**config.mk**
```make
export PLATFORM = sky130hd
export DESIGN_NAME = irq_ctrl
export DESIGN_NICKNAME = d
export VERILOG_FILES = /design/src/rtl/irq_ctrl_pkg.sv /design/src/rtl/irq_ctrl_prio_enc.sv /design/src/rtl/irq_ctrl.sv
export SDC_FILE = /design/constraint.sdc
export NUM_CORES = 1
export LEC_CHECK = 0
export ABC_CLOCK_PERIOD_IN_PS = 3010
export BUFFER_PORTS_ARGS = -buffer_cell sky130_fd_sc_hd__buf_2
export CAP_MARGIN = 0
export CELL_PAD_IN_SITES_DETAIL_PLACEMENT = 0
export CELL_PAD_IN_SITES_GLOBAL_PLACEMENT = 1
export CORE_MARGIN = 8
export CORE_UTILIZATION = 40
export DETAILED_ROUTE_END_ITERATION = 8
export GPL_TIMING_DRIVEN = 0
export HOLD_SLACK_MARGIN = 0.02
export MAX_ROUTING_LAYER = met4
export PLACE_DENSITY = 0.86
export SYNTH_ARGS = -nofsm -noshare
export SYNTH_HDL_FRONTEND = slang
export SYNTH_HIERARCHICAL = 1
export SYNTH_SLANG_ARGS = --single-unit
```
**constraint.sdc**
```tcl
create_clock -name clk -period 3.01 [get_ports clk]
set_input_delay 0.1505 -clock clk [delete_from_list [all_inputs] [get_ports clk]]
set_output_delay 0.1505 -clock clk [all_outputs]
set_load 0.01 [all_outputs]
```
**src/rtl/irq_ctrl_pkg.sv**
```systemverilog
`default_nettype none
// ============================================================================
// Module  : irq_ctrl_pkg
// Purpose : Shared definitions for the vectored interrupt controller:
//           processor address width, vector-table base, reset-vector
//           address, handshake FSM encodings and the irq_id width helper.
// Ports   : none (package)
// Revision: 1.0 - initial release
// ============================================================================
package irq_ctrl_pkg;

    localparam int         c_ADDR_W    = 8;
    localparam logic [7:0] c_VEC_BASE  = 8'h01;
    localparam logic [7:0] c_RESET_VEC = 8'h00;

    // Handshake FSM encodings
    localparam int               c_ST_W    = 2;
    localparam logic [c_ST_W-1:0] c_ST_IDLE = 2'd0;
    localparam logic [c_ST_W-1:0] c_ST_REQ  = 2'd1;
    localparam logic [c_ST_W-1:0] c_ST_VEC  = 2'd2;

    // Index width for n lines; never narrower than one bit.
    function automatic int id_width(input int n);
        return (n > 1) ? $clog2(n) : 1;
    endfunction

endpackage
`default_nettype wire

```
**src/rtl/irq_ctrl_prio_enc.sv**
```systemverilog
`default_nettype none
// ============================================================================
// Module  : irq_prio_enc
// Purpose : Lowest-index-first priority encoder.
// Ports   : i_req   [N-1:0]    request vector
//           o_valid             at least one request bit set
//           o_idx   [ID_W-1:0]  index of the lowest set bit (0 when none)
// Revision: 1.0 - initial release
// ============================================================================
module irq_prio_enc #(
    parameter int N    = 4,
    parameter int ID_W = 2
) (
    input  logic [N-1:0]    i_req,
    output logic            o_valid,
    output logic [ID_W-1:0] o_idx
);

    // Scanning downwards lets the lowest set index overwrite higher ones.
    always_comb begin
        o_valid = |i_req;
        o_idx   = '0;
        for (int i = N - 1; i >= 0; i--) begin
            if (i_req[i]) begin
                o_idx = ID_W'(i);
            end
        end
    end

endmodule
`default_nettype wire

```
**src/rtl/irq_ctrl.sv**
```systemverilog
`default_nettype none
// ============================================================================
// Module  : irq_ctrl
// Purpose : Vectored, nestable interrupt controller. Synchronises, latches,
//           masks and prioritises N_IRQ lines, requests the pipeline, then
//           supplies the vector-table address of the granted line.
// Ports   : clk, rst (sync, active-low)
//           irq[N_IRQ]         external lines (asynchronous)
//           mask_we/mask_wdata mask register write port (1 = masked)
//           int_ack            control unit accepted the request
//           rti_done           RTI retired; closes current service level
//           int_req/irq_id     request and granted line
//           vec_valid/vec_addr one-cycle vector-address strobe
//           pending/in_service state visibility
// Revision: 1.0 - initial release
// ============================================================================
module irq_ctrl
    import irq_ctrl_pkg::*;
#(
    parameter int                N_IRQ      = 4,
    parameter int                ADDR_W     = c_ADDR_W,
    parameter logic [ADDR_W-1:0] VEC_BASE   = ADDR_W'(c_VEC_BASE),
    parameter int                VEC_STRIDE = 1,
    parameter logic [N_IRQ-1:0]  EDGE_MASK  = '1,
    parameter logic [N_IRQ-1:0]  MASK_RST   = '0,
    localparam int               ID_W       = id_width(N_IRQ)
) (
    input  logic              clk,
    input  logic              rst,
    input  logic [N_IRQ-1:0]  irq,
    input  logic              mask_we,
    input  logic [N_IRQ-1:0]  mask_wdata,
    input  logic              int_ack,
    input  logic              rti_done,
    output logic              int_req,
    output logic [ID_W-1:0]   irq_id,
    output logic              vec_valid,
    output logic [ADDR_W-1:0] vec_addr,
    output logic [N_IRQ-1:0]  pending,
    output logic [N_IRQ-1:0]  in_service
);

    logic [N_IRQ-1:0]  r_irq_s;
    logic [N_IRQ-1:0]  r_irq_prev;
    logic [N_IRQ-1:0]  r_pending;
    logic [N_IRQ-1:0]  r_in_service;
    logic [N_IRQ-1:0]  r_mask;
    logic [c_ST_W-1:0] r_state;
    logic [c_ST_W-1:0] w_state_next;
    logic [ID_W-1:0]   r_irq_id;
    logic [ADDR_W-1:0] r_vec_addr;

    logic              w_svc_valid;
    logic [ID_W-1:0]   w_svc_idx;
    logic              w_cand_valid;
    logic [ID_W-1:0]   w_cand_idx;
    logic [N_IRQ-1:0]  w_allowed;
    logic [N_IRQ-1:0]  w_cand_vec;
    logic [N_IRQ-1:0]  w_edge;
    logic [N_IRQ-1:0]  w_ack_onehot;
    logic [N_IRQ-1:0]  w_rti_onehot;
    logic [N_IRQ-1:0]  w_pending_next;
    logic [N_IRQ-1:0]  w_in_service_next;
    logic              w_ack;
    logic              w_grant;
    logic [ADDR_W-1:0] w_vec_calc;

    // Current service level: the highest-priority line being serviced.
    irq_prio_enc #(.N(N_IRQ), .ID_W(ID_W)) u_svc_enc (
        .i_req   (r_in_service),
        .o_valid (w_svc_valid),
        .o_idx   (w_svc_idx)
    );

    // Candidate: highest-priority unmasked pending line above that level.
    irq_prio_enc #(.N(N_IRQ), .ID_W(ID_W)) u_cand_enc (
        .i_req   (w_cand_vec),
        .o_valid (w_cand_valid),
        .o_idx   (w_cand_idx)
    );

    assign w_edge     = r_irq_s & ~r_irq_prev;
    assign w_cand_vec = r_pending & ~r_mask & w_allowed;
    assign w_ack      = (r_state == c_ST_REQ) && int_ack;
    assign w_grant    = (r_state == c_ST_IDLE) && w_cand_valid;

    assign w_ack_onehot = w_ack ? (N_IRQ'(1) << r_irq_id) : '0;
    // RTI closes the level seen before this cycle's ack; the ack bit is
    // always of higher priority, so the two never collide.
    assign w_rti_onehot = (rti_done && w_svc_valid) ? (N_IRQ'(1) << w_svc_idx) : '0;
    assign w_in_service_next = (r_in_service & ~w_rti_onehot) | w_ack_onehot;

    assign w_vec_calc = VEC_BASE + ADDR_W'(ADDR_W'(r_irq_id) * ADDR_W'(VEC_STRIDE));

    for (genvar gi = 0; gi < N_IRQ; gi++) begin : g_line
        assign w_allowed[gi] = !w_svc_valid || (ID_W'(gi) < w_svc_idx);
        if (EDGE_MASK[gi]) begin : g_edge
            // A fresh edge on the ack cycle keeps the line pending.
            assign w_pending_next[gi] = w_edge[gi] | (r_pending[gi] & ~w_ack_onehot[gi]);
        end else begin : g_level
            assign w_pending_next[gi] = r_irq_s[gi];
        end
    end

    // Datapath registers
    always_ff @(posedge clk) begin
        if (!rst) begin
            r_irq_s      <= '0;
            r_irq_prev   <= '0;
            r_pending    <= '0;
            r_in_service <= '0;
            r_mask       <= MASK_RST;
            r_irq_id     <= '0;
            r_vec_addr   <= '0;
        end else begin
            r_irq_s      <= irq;
            r_irq_prev   <= r_irq_s;
            r_pending    <= w_pending_next;
            r_in_service <= w_in_service_next;
            if (mask_we) begin
                r_mask <= mask_wdata;
            end
            // irq_id is frozen for the whole REQ phase.
            if (w_grant) begin
                r_irq_id <= w_cand_idx;
            end
            if (w_ack) begin
                r_vec_addr <= w_vec_calc;
            end
        end
    end

    // FSM: state register
    always_ff @(posedge clk) begin
        if (!rst) begin
            r_state <= c_ST_IDLE;
        end else begin
            r_state <= w_state_next;
        end
    end

    // FSM: next state. REQ is never withdrawn, only left on int_ack.
    always_comb begin
        w_state_next = r_state;
        case (r_state)
            c_ST_IDLE: if (w_cand_valid) w_state_next = c_ST_REQ;
            c_ST_REQ:  if (int_ack)      w_state_next = c_ST_VEC;
            c_ST_VEC:                    w_state_next = c_ST_IDLE;
            default:                     w_state_next = c_ST_IDLE;
        endcase
    end

    // FSM: outputs
    always_comb begin
        int_req   = 1'b0;
        vec_valid = 1'b0;
        case (r_state)
            c_ST_REQ: int_req   = 1'b1;
            c_ST_VEC: vec_valid = 1'b1;
            default: ;
        endcase
    end

    assign irq_id     = r_irq_id;
    assign vec_addr   = r_vec_addr;
    assign pending    = r_pending;
    assign in_service = r_in_service;

endmodule
`default_nettype wire
```
==> flow_summary.ini <==
[floorplanning]
dieArea_sq_mm = 0.00502
start_util_pct = 40.8
num_rows = 20
core_sq_mm = 0.00295
ioPinCount = 33
die_w_um = 70.9
die_y_um = 70.9

[synthesis]
synth-seq-cells = 27
synth.avg_cell_area_sq_um = 9.12
syn_area_sq_mm = 0.00120
synth.distinct_cells = 30
synth_seq_area_share_pct = 44.9
ys_warn_count = 6
synth_cells = 132

[global_routing]
grt_pass1_vias = 954
busiest_layer = met2
antenna_found_initial = 0
grt_pass1_wl_um = 4330
grtUsageMet2_pct = 17.6
grtUsageTotal_pct = 11.0
grt_max_degree = 17
grt-ovfl-total = 0
use_met1_pct = 12.0
met3_usage_pct = 3.81

[setup_path]
required_ns = 3.27
path_buf_inv = 0
cp_cell_sequence = nor2_1 -> nor3_1 -> nor2b_1 -> nor3b_1 -> nor2_1 -> nand2_1 -> nor3b_1 -> nand3_1 -> o21ai_0
critical-path-top-delay-family = simple AND/OR/NAND/NOR gates
cp-start-kind = flop
startpoint = in_service[3]
slowest_stage = dfxtp_1
r2r_start = in_service[3]
critical_path.max_fanout = 5
critPathArrivalTime_ns = 2.40
critical_path.endpoint_type = flop
cpPeakStageDelay_ns = 0.40
worstSetupPathType = reg -> reg

[finish]
nets = 187
fillCellCount = 300
final_common_cell = buf_2
diodes = 0
drive_above_1_share_pct = 26.0
final_cell_mix = 29 x buf_2, 27 x dfxtp_1, 13 x nand2_1, 9 x nor2b_1, 9 x and2_1
syn2layout_area_growth_pct = 20.9

[clock_tree]
clock_sinks = 27
cts-htree-levels = 1
cts_buffers = 3
path_clk_slew_ns = 0.15
clk_latency_ns = 0.34
cts_tree = yes
clockRootBuffer = clkbuf_4
post_cts_buffers = 0
clock_path_buffers = 2

[timing]
drv_slew = 0
skew_ns = 0.0121
max_freq_mhz = 468
holdWs_ns = 0.0636
rsz0062_at_grt = no
period_minus_slack_ns = 2.14
finalSetupTns_ns = 0
setup_viol = 0
post-route-period-util_pct = 71.0
hold_violations = 0

[placement]
io_buffers = 25
place.gp.congestion = 0.806
hpwlAfterDp_um = 1970

[drt]
via_per_inst = 4.75
wl_per_cell_um = 12.5
drt_pass1_iterations = 4
vias = 959
drt-total-wl_um = 2520
drt_iter0_drc = 48
antenna_left = 0
drc_errors = 0

[outcome]
status = finished clean

[power]
p_total_uw = 677
vdd_ir_drop_max_mv = 0.221
p_per_area_mw_per_mm2 = 465
p_leak_nw = 0.671

[hold_path]
hold_path_class = in -> reg
hold_path.startpoint = mask_wdata[2]

[job]
drv_cap = 0
[worst min-delay path: stages]
cell,delay [ns]
buf_2,0.07
mux2i_1,0.06
nor2b_1,0.10
[per-stage QoR]
| step | setup WS [ns] | utilization [%] | area [sq um] | cells |
|---|---|---|---|---|
| 2_1_floorplan | 1.17 | - | 1220 | 136 |
| 3_3_place_gp | 0.958 | 46.9 | 1390 | 194 |
| 3_5_place_dp | 0.928 | 46.9 | 1390 | 194 |
| 4_1_cts | 0.900 | 49.3 | 1460 | 202 |
| 5_1_grt | 0.566 | 49.3 | 1460 | 202 |
| 6_report | 0.872 | 49.3 | 1460 | 202 |
[synthesized netlist by cell type]
cell type  count  area [sq um]
ha_1           4          50.1
a31o_1         1          8.76
nor2_1         4          15.0
clkbuf_1       1          3.75
o21ai_0        5          25.0
nand2_1       13          48.8
o311ai_0       2          17.5
o211ai_1       1          7.51
and2b_1        1          7.51
nor2b_1        9          56.3
conb_1         1          3.75
a21oi_2        2          17.5
o21a_1         3          22.5
nor3_1         2          10.0
nand2b_1       4          25.0
inv_1          8          30.0
mux2i_1        5          50.1
o311a_1        1          10.0
and2_1         9          56.3
a31o_2         1          8.76
nand3_1        6          30.0
a21oi_1        3          15.0
and3b_4        1          12.5
nor3b_1        4          30.0
nand3_2        1          10.0
dfxtp_1       27           541
buf_4          5          37.5
buf_2          4          20.0
a21boi_0       3          22.5
buf_6          1          11.3
[layer usage]
metal | routed length (um) | up-vias
li1 | - | 500
met1 | 1180 | 434
met2 | 1160 | 21
met3 | 144 | 4
met4 | 35 | 0
met5 | 0 | -
[power breakdown]
group          internal (mW)  switching, mW  leakage [nW]
clock network         0.0510          0.112        0.0139
logic                 0.0583         0.0608         0.435
registers              0.378         0.0160         0.222
total                  0.488          0.189         0.671
[final cells by class]
| class | instances | area [sq um] | share of cell area [%] |
|---|---|---|---|
| Multi-Input combinational cell | 90 | 576 | 39.6 |
| Sequential cell | 27 | 541 | 37.1 |
| Buffer | 11 | 72.6 | 4.99 |
| Clock inverter | 1 | 7.51 | 0.516 |
| Clock buffer | 3 | 22.5 | 1.55 |
| Inverter | 8 | 30.0 | 2.06 |
| Timing Repair Buffer | 29 | 165 | 11.3 |
| Tap cell | 33 | 41.3 | 2.84 |
[registers in the layout, indices dropped and copies added, names as in the netlist]
register / count
in_service: 4
r_state: 2
r_irq_prev: 4
r_mask: 4
r_irq_s: 4
pending: 4
vec_addr: 3
irq_id: 2
[final timing paths]
path / depth (start not counted) / slack (ns) / endpoint
worst min register to register: 2 / 0.46 / vec_addr[2]
worst min-delay path: 3 / 0.06 / r_mask[2]
worst max register to register: 9 / 0.87 / irq_id[0]
worst max-delay path: 9 / 0.87 / irq_id[0]
[kinds of logic after synthesis]
kind of cell / share of synthesized area [%]
AND/OR/NAND/NOR: 25.1
flip-flops: 44.9
AO/OA/AOI/OAI: 12.9
buffers and inverters: 8.52
multiplexers: 4.16
adder cells (fa/ha/maj): 4.16
other: 0.312
[what timing repair did]
| item | CTS | global route |
|---|---|---|
| hold buffers | 4 | 0 |
| hold endpoints to repair | 4 | 0 |
| gates resized for setup | 0 | 0 |
Note: power is estimated with default switching activity, not from simulation.
